--- config.mk ---
export PLATFORM = sky130hd
export DESIGN_NAME = cam_capture
export DESIGN_NICKNAME = d
export VERILOG_FILES = /design/src/rtl/cam_pkg.sv /design/src/rtl/cam_byte_pair.sv /design/src/rtl/cam_capture.sv
export SDC_FILE = /design/constraint.sdc
export NUM_CORES = 1
export LEC_CHECK = 0
export ABC_AREA = 1
export BUFFER_PORTS_ARGS = -buffer_cell sky130_fd_sc_hd__clkbuf_2
export CAP_MARGIN = 20
export CORE_UTILIZATION = 53
export CTS_BUF_LIST = sky130_fd_sc_hd__clkbuf_4 sky130_fd_sc_hd__clkbuf_8
export CTS_CLUSTER_DIAMETER = 80
export DETAILED_ROUTE_END_ITERATION = 12
export PLACE_DENSITY = 0.87
export SLEW_MARGIN = 25
export SYNTH_ARGS = -nofsm -noshare
export SYNTH_HDL_FRONTEND = slang
export SYNTH_SLANG_ARGS = --single-unit
--- constraint.sdc ---
create_clock -name clk -period 2 [get_ports clk]
set_clock_uncertainty 0.15 [all_clocks]
set_input_delay 0.4 -clock clk [delete_from_list [all_inputs] [get_ports clk]]
set_output_delay 0.4 -clock clk [all_outputs]
set_load 0.02 [all_outputs]
--- src/rtl/cam_pkg.sv ---
// Shared types and constants for the camera capture path (FSM states,
// default frame geometry and output field widths).
package cam_pkg;

  localparam int CAM_H_BYTES_DEF = 1280;
  localparam int CAM_V_LINES_DEF = 480;
  localparam int CAM_PIX_W       = 16;
  localparam int CAM_X_W         = 11;
  localparam int CAM_Y_W         = 10;

  typedef enum logic [1:0] {
    ST_IDLE,
    ST_ARMED,
    ST_LINE,
    ST_GAP
  } cam_state_e;

endpackage

--- src/rtl/cam_byte_pair.sv ---
// Pairs accepted camera bytes into 16-bit pixels and issues the registered
// pixel strobe, coordinates and start-of-frame pulse.
module cam_byte_pair
  import cam_pkg::*;
(
  input  logic                 clk,
  input  logic                 reset,
  input  logic                 i_we,
  input  logic                 i_odd,
  input  logic                 i_first,
  input  logic [7:0]           i_data,
  input  logic [CAM_X_W-1:0]   i_x,
  input  logic [CAM_Y_W-1:0]   i_y,
  output logic [CAM_PIX_W-1:0] o_pix_data,
  output logic                 o_pix_valid,
  output logic [CAM_X_W-1:0]   o_pix_x,
  output logic [CAM_Y_W-1:0]   o_pix_y,
  output logic                 o_sof
);

  logic [7:0]           r_hi;
  logic [CAM_PIX_W-1:0] r_pix_data;
  logic                 r_pix_valid;
  logic [CAM_X_W-1:0]   r_pix_x;
  logic [CAM_Y_W-1:0]   r_pix_y;
  logic                 r_sof;

  // An unpaired high byte is simply overwritten by the next line's byte 0.
  always_ff @(posedge clk or negedge reset) begin
    if (!reset) begin
      r_hi        <= '0;
      r_pix_data  <= '0;
      r_pix_valid <= 1'b0;
      r_pix_x     <= '0;
      r_pix_y     <= '0;
      r_sof       <= 1'b0;
    end else begin
      r_pix_valid <= 1'b0;
      r_sof       <= 1'b0;
      if (i_we && !i_odd) begin
        r_hi <= i_data;
      end
      if (i_we && i_odd) begin
        r_pix_data  <= {r_hi, i_data};
        r_pix_valid <= 1'b1;
        r_pix_x     <= i_x;
        r_pix_y     <= i_y;
        r_sof       <= i_first;
      end
    end
  end

  assign o_pix_data  = r_pix_data;
  assign o_pix_valid = r_pix_valid;
  assign o_pix_x     = r_pix_x;
  assign o_pix_y     = r_pix_y;
  assign o_sof       = r_sof;

endmodule

--- src/rtl/cam_capture.sv ---
// Camera byte-stream capture: frame FSM, line/byte counters and error tracking.
// Define CAM_CAPTURE_STATS_EN to add the frame_cnt/err_cnt statistics outputs.
module cam_capture
  import cam_pkg::*;
#(
  parameter int H_BYTES = CAM_H_BYTES_DEF,
  parameter int V_LINES = CAM_V_LINES_DEF
) (
  input  logic                 clk,
  input  logic                 reset,
  input  logic [7:0]           data_in,
  input  logic                 pixel_valid,
  input  logic                 frame_done,
  input  logic                 capture_en,
  output logic [CAM_PIX_W-1:0] pix_data,
  output logic                 pix_valid,
  output logic [CAM_X_W-1:0]   pix_x,
  output logic [CAM_Y_W-1:0]   pix_y,
  output logic                 sof,
  output logic                 eof,
  output logic                 frame_err
`ifdef CAM_CAPTURE_STATS_EN
  ,
  output logic [15:0]          frame_cnt,
  output logic [15:0]          err_cnt
`endif
);

  localparam int BW = $clog2(H_BYTES + 1);
  localparam int LW = $clog2(V_LINES + 1);
  localparam logic [BW-1:0] HMAX    = BW'(H_BYTES);
  localparam logic [LW-1:0] LMAX    = LW'(V_LINES);
  localparam logic [LW-1:0] LMAX_M1 = LW'(V_LINES - 1);

  cam_state_e    r_state, w_next;
  logic          r_fd_d, r_eof, r_frame_err;
  logic [BW-1:0] r_byte_cnt, w_idx, w_idx_next;
  logic [LW-1:0] r_line_cnt, w_line;
  logic          w_fd_rise, w_in_frame, w_byte_in, w_in_range, w_byte_we;
  logic          w_overrun, w_line_end, w_line_short, w_line_full;
  logic          w_frame_end, w_frame_bad, w_err_set, w_first;

  // frame_done beats a simultaneous byte, so a rising edge blocks byte intake.
  assign w_fd_rise  = frame_done & ~r_fd_d;
  assign w_in_frame = (r_state == ST_LINE) || (r_state == ST_GAP);
  assign w_byte_in  = pixel_valid & ~w_fd_rise & (r_state != ST_IDLE);
  assign w_idx      = (r_state == ST_LINE) ? r_byte_cnt : '0;
  assign w_line     = (r_state == ST_ARMED) ? '0 : r_line_cnt;
  assign w_in_range = (w_idx < HMAX) && (w_line < LMAX);
  assign w_byte_we  = w_byte_in & w_in_range;
  assign w_overrun  = w_byte_in & ~w_in_range;
  assign w_idx_next = (w_idx == HMAX) ? w_idx : w_idx + BW'(1);
  assign w_first    = (w_idx == BW'(1)) && (w_line == '0);

  assign w_line_end   = (r_state == ST_LINE) & ~pixel_valid & ~w_fd_rise;
  assign w_line_short = w_line_end & (r_byte_cnt != HMAX);
  assign w_frame_end  = w_fd_rise & w_in_frame;

  // A complete line that ends exactly as frame_done rises has not been counted yet.
  assign w_line_full  = (r_state == ST_LINE) & ~pixel_valid & (r_byte_cnt == HMAX);
  assign w_frame_bad  = ((r_state == ST_LINE) & ~w_line_full)
                      | (w_line_full ? (r_line_cnt != LMAX_M1) : (r_line_cnt != LMAX));
  assign w_err_set    = w_overrun | w_line_short | (w_frame_end & w_frame_bad);

  always_ff @(posedge clk or negedge reset) begin
    if (!reset) begin
      r_state <= ST_IDLE;
    end else begin
      r_state <= w_next;
    end
  end

  always_comb begin
    w_next = r_state;
    case (r_state)
      ST_IDLE: begin
        if (w_fd_rise && capture_en) w_next = ST_ARMED;
      end
      ST_ARMED: begin
        if (w_fd_rise)        w_next = capture_en ? ST_ARMED : ST_IDLE;
        else if (pixel_valid) w_next = ST_LINE;
      end
      ST_LINE: begin
        if (w_fd_rise)         w_next = capture_en ? ST_ARMED : ST_IDLE;
        else if (!pixel_valid) w_next = ST_GAP;
      end
      ST_GAP: begin
        if (w_fd_rise)        w_next = capture_en ? ST_ARMED : ST_IDLE;
        else if (pixel_valid) w_next = ST_LINE;
      end
      default: w_next = ST_IDLE;
    endcase
  end

  always_ff @(posedge clk or negedge reset) begin
    if (!reset) begin
      r_fd_d      <= 1'b0;
      r_eof       <= 1'b0;
      r_frame_err <= 1'b0;
      r_byte_cnt  <= '0;
      r_line_cnt  <= '0;
    end else begin
      r_fd_d <= frame_done;
      r_eof  <= w_frame_end;
      if (w_byte_in) begin
        r_byte_cnt <= w_idx_next;
      end
      if (w_byte_in && (r_state == ST_ARMED)) begin
        r_line_cnt <= '0;
      end else if (w_line_end && (r_line_cnt != LMAX)) begin
        r_line_cnt <= r_line_cnt + LW'(1);
      end
      if (w_err_set) begin
        r_frame_err <= 1'b1;
      end else if (w_byte_we && w_first) begin
        r_frame_err <= 1'b0;
      end
    end
  end

  cam_byte_pair u_pair (
    .clk        (clk),
    .reset      (reset),
    .i_we       (w_byte_we),
    .i_odd      (w_idx[0]),
    .i_first    (w_first),
    .i_data     (data_in),
    .i_x        (CAM_X_W'(w_idx >> 1)),
    .i_y        (CAM_Y_W'(w_line)),
    .o_pix_data (pix_data),
    .o_pix_valid(pix_valid),
    .o_pix_x    (pix_x),
    .o_pix_y    (pix_y),
    .o_sof      (sof)
  );

  assign eof       = r_eof;
  assign frame_err = r_frame_err;

`ifdef CAM_CAPTURE_STATS_EN
  logic [15:0] r_frame_cnt, r_err_cnt;

  // Counted on the eof cycle, when frame_err already holds the frame's verdict.
  always_ff @(posedge clk or negedge reset) begin
    if (!reset) begin
      r_frame_cnt <= '0;
      r_err_cnt   <= '0;
    end else if (r_eof) begin
      r_frame_cnt <= r_frame_cnt + 16'd1;
      if (r_frame_err && (r_err_cnt != 16'hFFFF)) begin
        r_err_cnt <= r_err_cnt + 16'd1;
      end
    end
  end

  assign frame_cnt = r_frame_cnt;
  assign err_cnt   = r_err_cnt;
`endif

endmodule

# ---- Yosys cells after proc, flatten, opt, wreduce, memory -nomap -nowiden
# Cells that the tools add are included.
dict set report op_classes {
  eq_ne 12
  n_reduce_logical 17
  n_addsub 2
  bitwise_logic 20
  magnitude_cmp 2
  muxes 17
}
# operator count
set op_table {}
lappend op_table {{two-way mux 9 bit} 3}
lappend op_table {{== test 11 bit (second input constant)} 2}
lappend op_table {{two-way mux 11 bit} 2}
lappend op_table {{inequality test 9 bit (second input constant)} 2}
lappend op_table {{AND 1 bit} 12}
lappend op_table {{adder 11 x 1 -> 11 bit (second input constant)} 1}
lappend op_table {{== test 11 x 1 -> 1 bit (second input constant)} 1}
lappend op_table {{< comparator 11 bit (second input constant)} 1}
lappend op_table {{inequality test 11 bit (second input constant)} 1}
lappend op_table {{two-way mux 2 bit} 5}
lappend op_table {{adder 9 x 1 -> 9 bit (second input constant)} 1}
lappend op_table {{logical NOT 9 bit} 1}
lappend op_table {{< comparator 9 bit (second input constant)} 1}
lappend op_table {{logical AND 1 bit} 8}
lappend op_table {{two-way mux 1 bit} 6}
lappend op_table {{one-hot mux 2 bit (3 select lines)} 1}
lappend op_table {{nonzero test 2 bit} 3}
lappend op_table {{inverter 1 bit} 5}
lappend op_table {{== test 2 bit (second input constant)} 2}
lappend op_table {{inequality test 3 x 1 -> 1 bit (second input constant)} 1}
lappend op_table {{inequality test 3 bit (second input constant)} 1}
lappend op_table {{bitwise OR 1 bit} 3}
lappend op_table {{AND reduction 3 bit} 1}
lappend op_table {{== test 2 x 1 -> 1 bit (second input constant)} 1}
lappend op_table {{5 further kinds} 5}
dict set report totals {
  word_cells 82
  reg_bits 70
}

# ---- Longest topological paths before layout
dict set report depth {
  word_depth 9
  ltp_mapped 12
  mapped_depth_nobuf 12
}

# ---- Cells and area by module
# A second synthesis with hierarchy kept.
dict set report hier_totals {
  hier_cells 472
  hier_area_um2 3701.0
}
# mod cells_per_inst area_each_um2 n_inst
set by_module_without_submodules {}
lappend by_module_without_submodules {cam_byte_pair 201 1859.3 1}
lappend by_module_without_submodules {cam_capture 271 1841.8 1}

# ---- Least setup slack after synthesis
# No wires, ideal clock.
dict set report synth_path {
  path_kind {reg2reg}
  from {register r_state[0]}
  to {register r_byte_cnt[8]}
  arrival_time_ps 1656
  required_ps 1727
  stages_incl_launch_ff 9
  slack_ps 71
  path_cell_list {dfrtp_1 > inv_2 > nand2_1 > nor2_1 > ha_1 > nand4_1 > nor2_1 > nand3_1 > xor2_1}
}
dict set report synth_between {
  elab_chain_len 4
  word_cells_on_any_way 7
}
# item line
set synth_rtl {}
lappend synth_rtl {{start: declaration} cam_capture.sv:35} ;# cam_state_e r_state, w_next;
lappend synth_rtl {{start signal: assignment} cam_capture.sv:69} ;# r_state <= w_next;
lappend synth_rtl {{== test 2 bit} cam_capture.sv:47} ;# assign w_idx = (r_state == ST_LINE) ? r_byte_cnt : '0;
lappend synth_rtl {{two-way mux 11 bit} cam_capture.sv:47}
lappend synth_rtl {{adder 11 x 1 -> 11 bit or == test 11 bit (tied branches)} cam_capture.sv:52} ;# assign w_idx_next = (w_idx == HMAX) ? w_idx : w_idx + BW'(1);
lappend synth_rtl {{two-way mux 11 bit} cam_capture.sv:52}
lappend synth_rtl {{end signal: assignment} cam_capture.sv:106} ;# r_byte_cnt <= w_idx_next;
lappend synth_rtl {{end: declaration} cam_capture.sv:37} ;# logic [BW-1:0] r_byte_cnt, w_idx, w_idx_next;
# Several ways; a longest one is shown, not always the timed one.
# A chain may end at the register's enable or synchronous reset.

# ---- Worst setup path in the final report
dict set report layout_path {
  from {register r_state[1]}
  to {register r_byte_cnt[0]}
}
# The elaborated chain is that of the path after synthesis.

==> impl_metrics.env <==
export IMPL_synth_edff_count=0
export IMPL_hp_class="in -> reg"
export IMPL_required_ns=2.08
export IMPL_finish_net_count=498
export IMPL_rows=28
export IMPL_grt_pass1_wl_um=11970
export IMPL_cts_tree="yes"
export IMPL_p_sw_frac=0.3955
export IMPL_synth_area_leaders="dfrtp_1 (53%), nand2_1 (16%), nor2_1 (5.0%)"
export IMPL_max_cap_violations=0
export IMPL_cp_slowest_cell="dfrtp_2"
export IMPL_end_kind="flop"
export IMPL_drt_wirelength_per_cell_um=13.07
export IMPL_port_buffers=51
export IMPL_final_setup_worst_slack_ns=0.08224
export IMPL_dp_slack_ns=0.04560
export IMPL_combPwrFrac=0.352
export IMPL_crit_fanout=8
export IMPL_slew_viol_final=0
export IMPL_hold_ws_ns=0.03117
export IMPL_path_common_cell="nand2_1"
export IMPL_dp_hpwl_um=5139
export IMPL_cts_buffer_depth=2
export IMPL_power_frac_seq=0.415
export IMPL_status="finished clean"
export IMPL_synth_top_area_frac=0.5265
export IMPL_post_cts_buffers=0
export IMPL_grt_pass1_vias=2735
export IMPL_wl_um=7320
export IMPL_initial_core_util=0.5553
export IMPL_power_density_nw_per_um2=1262
export IMPL_drt_drc_violations_left=0
export IMPL_fp_dieW_um=81.23
export IMPL_area_growth_pct=18.24
export IMPL_grt_use_met3=0.05169
export IMPL_grt_antenna_before_repair=0
export IMPL_fin_crit_sh=0.9589
export IMPL_postRouteAntennaNets=0
export IMPL_use_met1=0.3253
export IMPL_cts_buffers=9
export IMPL_final_core_utilization=0.6566
export IMPL_grt_use_met2=0.3697
export IMPL_synth_largest_area_cell="dfrtp_1"
export IMPL_postSynthAreaPerCell_um2=7.997
export IMPL_setup_violations_final=0
export IMPL_finish_instance_area_um2=3934
export IMPL_synth_flop_cell="dfrtp_1"
export IMPL_first_iter_violations=205
export IMPL_grt_max_degree=71
export IMPL_cp_slowest_stage_delay_ns=0.43
export IMPL_ios=54
export IMPL_synth_top_family_by_area="simple AND/OR/NAND/NOR gates"
export IMPL_irDropWorstVdd_v=0.0006532
export IMPL_cts_sinks=70
export IMPL_tns_ns=0
export IMPL_fmax_mhz=521.4
export IMPL_grt_usage=0.2420
export IMPL_cp_arrival_ns=2.00
export IMPL_switchingPower_mw=1.964
export IMPL_synth_distinct_cells=26
export IMPL_yosysWarnings=0
export IMPL_place_area_um2=3704
export IMPL_synthAdderAreaFrac=0.01880
export IMPL_synth_common_cells="nand2_1 (144), dfrtp_1 (70), nor2_1 (44), inv_1 (38), nand3_1 (28)"
export IMPL_yosys_register_bits=70
export IMPL_antenna_cells=0
export IMPL_coreArea_um2=5991
export IMPL_final_cells=560
export IMPL_grt_busiest_layer="met2"
export IMPL_drive_gt1_frac=0.1938
export IMPL_drtPass1Iterations=8
export IMPL_pwr_share_clk=0.233
export IMPL_yosys_area_share_simple=0.2885
export IMPL_async_reset_ff_frac=1.000
export IMPL_power_mw=4.964
export IMPL_synth_compound_area_frac=0.07484
export IMPL_grt_overflow=0
export IMPL_dp_cells=543
export IMPL_clock_root_buffer="clkbuf_8"
export IMPL_viasPerCell=5.343
export IMPL_place_gp_congestion=0.9199
export IMPL_dieArea_um2=6598
export IMPL_syn_cell_area_um2=3327
export IMPL_num_vias=2992
export IMPL_power_leakage_nw=2.083
export IMPL_path_cells="inv_2 > nor2_4 > nand2_1 > ha_1 > nand3_1 > nor2_1 > nand2_1 > nand2_1 > nand3_1 > o21ai_0"
export IMPL_cts_htree_levels=3
export IMPL_critPathKind="reg -> reg"
export IMPL_synth_most_common_cell="nand2_1"
export IMPL_clk_latency_ns=0.34
export IMPL_fillers=456
export IMPL_synthXorXnorAreaFrac=0.02369
export IMPL_start_kind="flop"
export IMPL_clk_pin_slew_ns=0.07
export IMPL_ys_seq_area_frac=0.5265
export IMPL_finalHoldViolCount=0
export IMPL_dieHeight_um=81.23
export IMPL_post_synth_mux_area_share=0
export IMPL_syn_inst=416
export IMPL_p_int_mw=3.001
export IMPL_fin_crit_ns=1.918
-- worst paths after layout --
kind,start,end,slack [ns],depth (start not counted)
setup reg to reg,r_state[1]$_DFFE_PN0P_,r_byte_cnt[0]$_DFFE_PN0P_,0.08,10
hold reg to reg,u_pair.r_hi[1]$_DFFE_PN0P_,u_pair.o_pix_data[9]$_DFFE_PN0P_,0.33,2
hold / removal,frame_done,r_fd_d$_DFF_PN0_,0.03,1
max in group asynchronous,reset,r_state[1]$_DFFE_PN0P_,0.95,3
min in group asynchronous,reset,u_pair.o_pix_data[1]$_DFFE_PN0P_,0.45,3
setup / recovery,r_state[1]$_DFFE_PN0P_,r_byte_cnt[0]$_DFFE_PN0P_,0.08,10
-- per-layer routing --
metal  wire length [um]  up-vias
met3                527       23
met1               3260     1387
met5                  0        -
met4                157        0
li1                   -     1436
met2               3373      146
-- placed cells by master (no fill, tap or decap), drive strengths merged --
master       count
nand2          147
dfrtp           70
clkbuf          61
nor2            47
o21ai           45
inv             42
nand3           29
buf             11
xor2             8
ha               5
nor3             4
nand3b           3
conb             2
clkinvlp         2
clkinv           2
o211ai           1
nand4            1
o21bai           1
xnor2            1
a21oi            1
bufinv           1
dlygate4sd3      1
-- final cells by class --
cell class              instances  area, um2  area share
well taps                      75      93.84     0.02385
multi-input cells             295       1373      0.3489
flip-flops and latches         70       1753      0.4456
repair buffers                 62      352.8     0.08969
inverters                      42      157.7     0.04008
clock inverters                 5      58.81     0.01495
clock buffers                  11      145.1     0.03690
-- worst max-delay path, delay by kind of cell, from the launching register on --
| family | cells | cell delay [ns] |
|---|---|---|
| AO/OA/AOI/OAI | 1 | 0.08 |
| adder cells (fa/ha/maj) | 1 | 0.24 |
| buffers and inverters | 1 | 0.09 |
| flip-flops | 1 | 0.43 |
| AND/OR/NAND/NOR | 7 | 0.81 |
-- cell families (layout without fill, tap and decap cells) --
| kind of cell | Yosys count | count (layout) |
|---|---|---|
| and+or+nand+nor | 231 | 231 |
| DFF | 70 | 70 |
| buffers and inverters | 52 | 120 |
| AOI/OAI and AO/OA | 48 | 48 |
| xor gates and xnor gates | 9 | 9 |
| adders and majority gates | 5 | 5 |
| other | 1 | 2 |
-- power by group through the flow --
stage | combinational [mW] | sequential [mW] | clock [mW]
global placement | 1.64 | 2.06 | 0
global route | 1.93 | 2.11 | 1.23
finish | 1.75 | 2.06 | 1.16
detailed placement | 1.70 | 2.08 | 0
floorplan | 0.864 | 2.32 | 0
CTS | 1.72 | 2.06 | 1.17
-- flip-flops by register name, summed over array words and instances, names as in the netlist, 2 cells and up --
name,count
r_byte_cnt,11
r_state,2
u_pair.o_pix_data,16
u_pair.o_pix_y,9
r_line_cnt,9
u_pair.r_hi,8
u_pair.o_pix_x,10
-- repair_timing --
action                                  in CTS  in global routing
resized for setup                            0                  6
hold buffers                                 1                  0
endpoints found under the setup margin       0                  7
hold endpoints to repair                    70                  0
(Power assumes the default switching activity.)
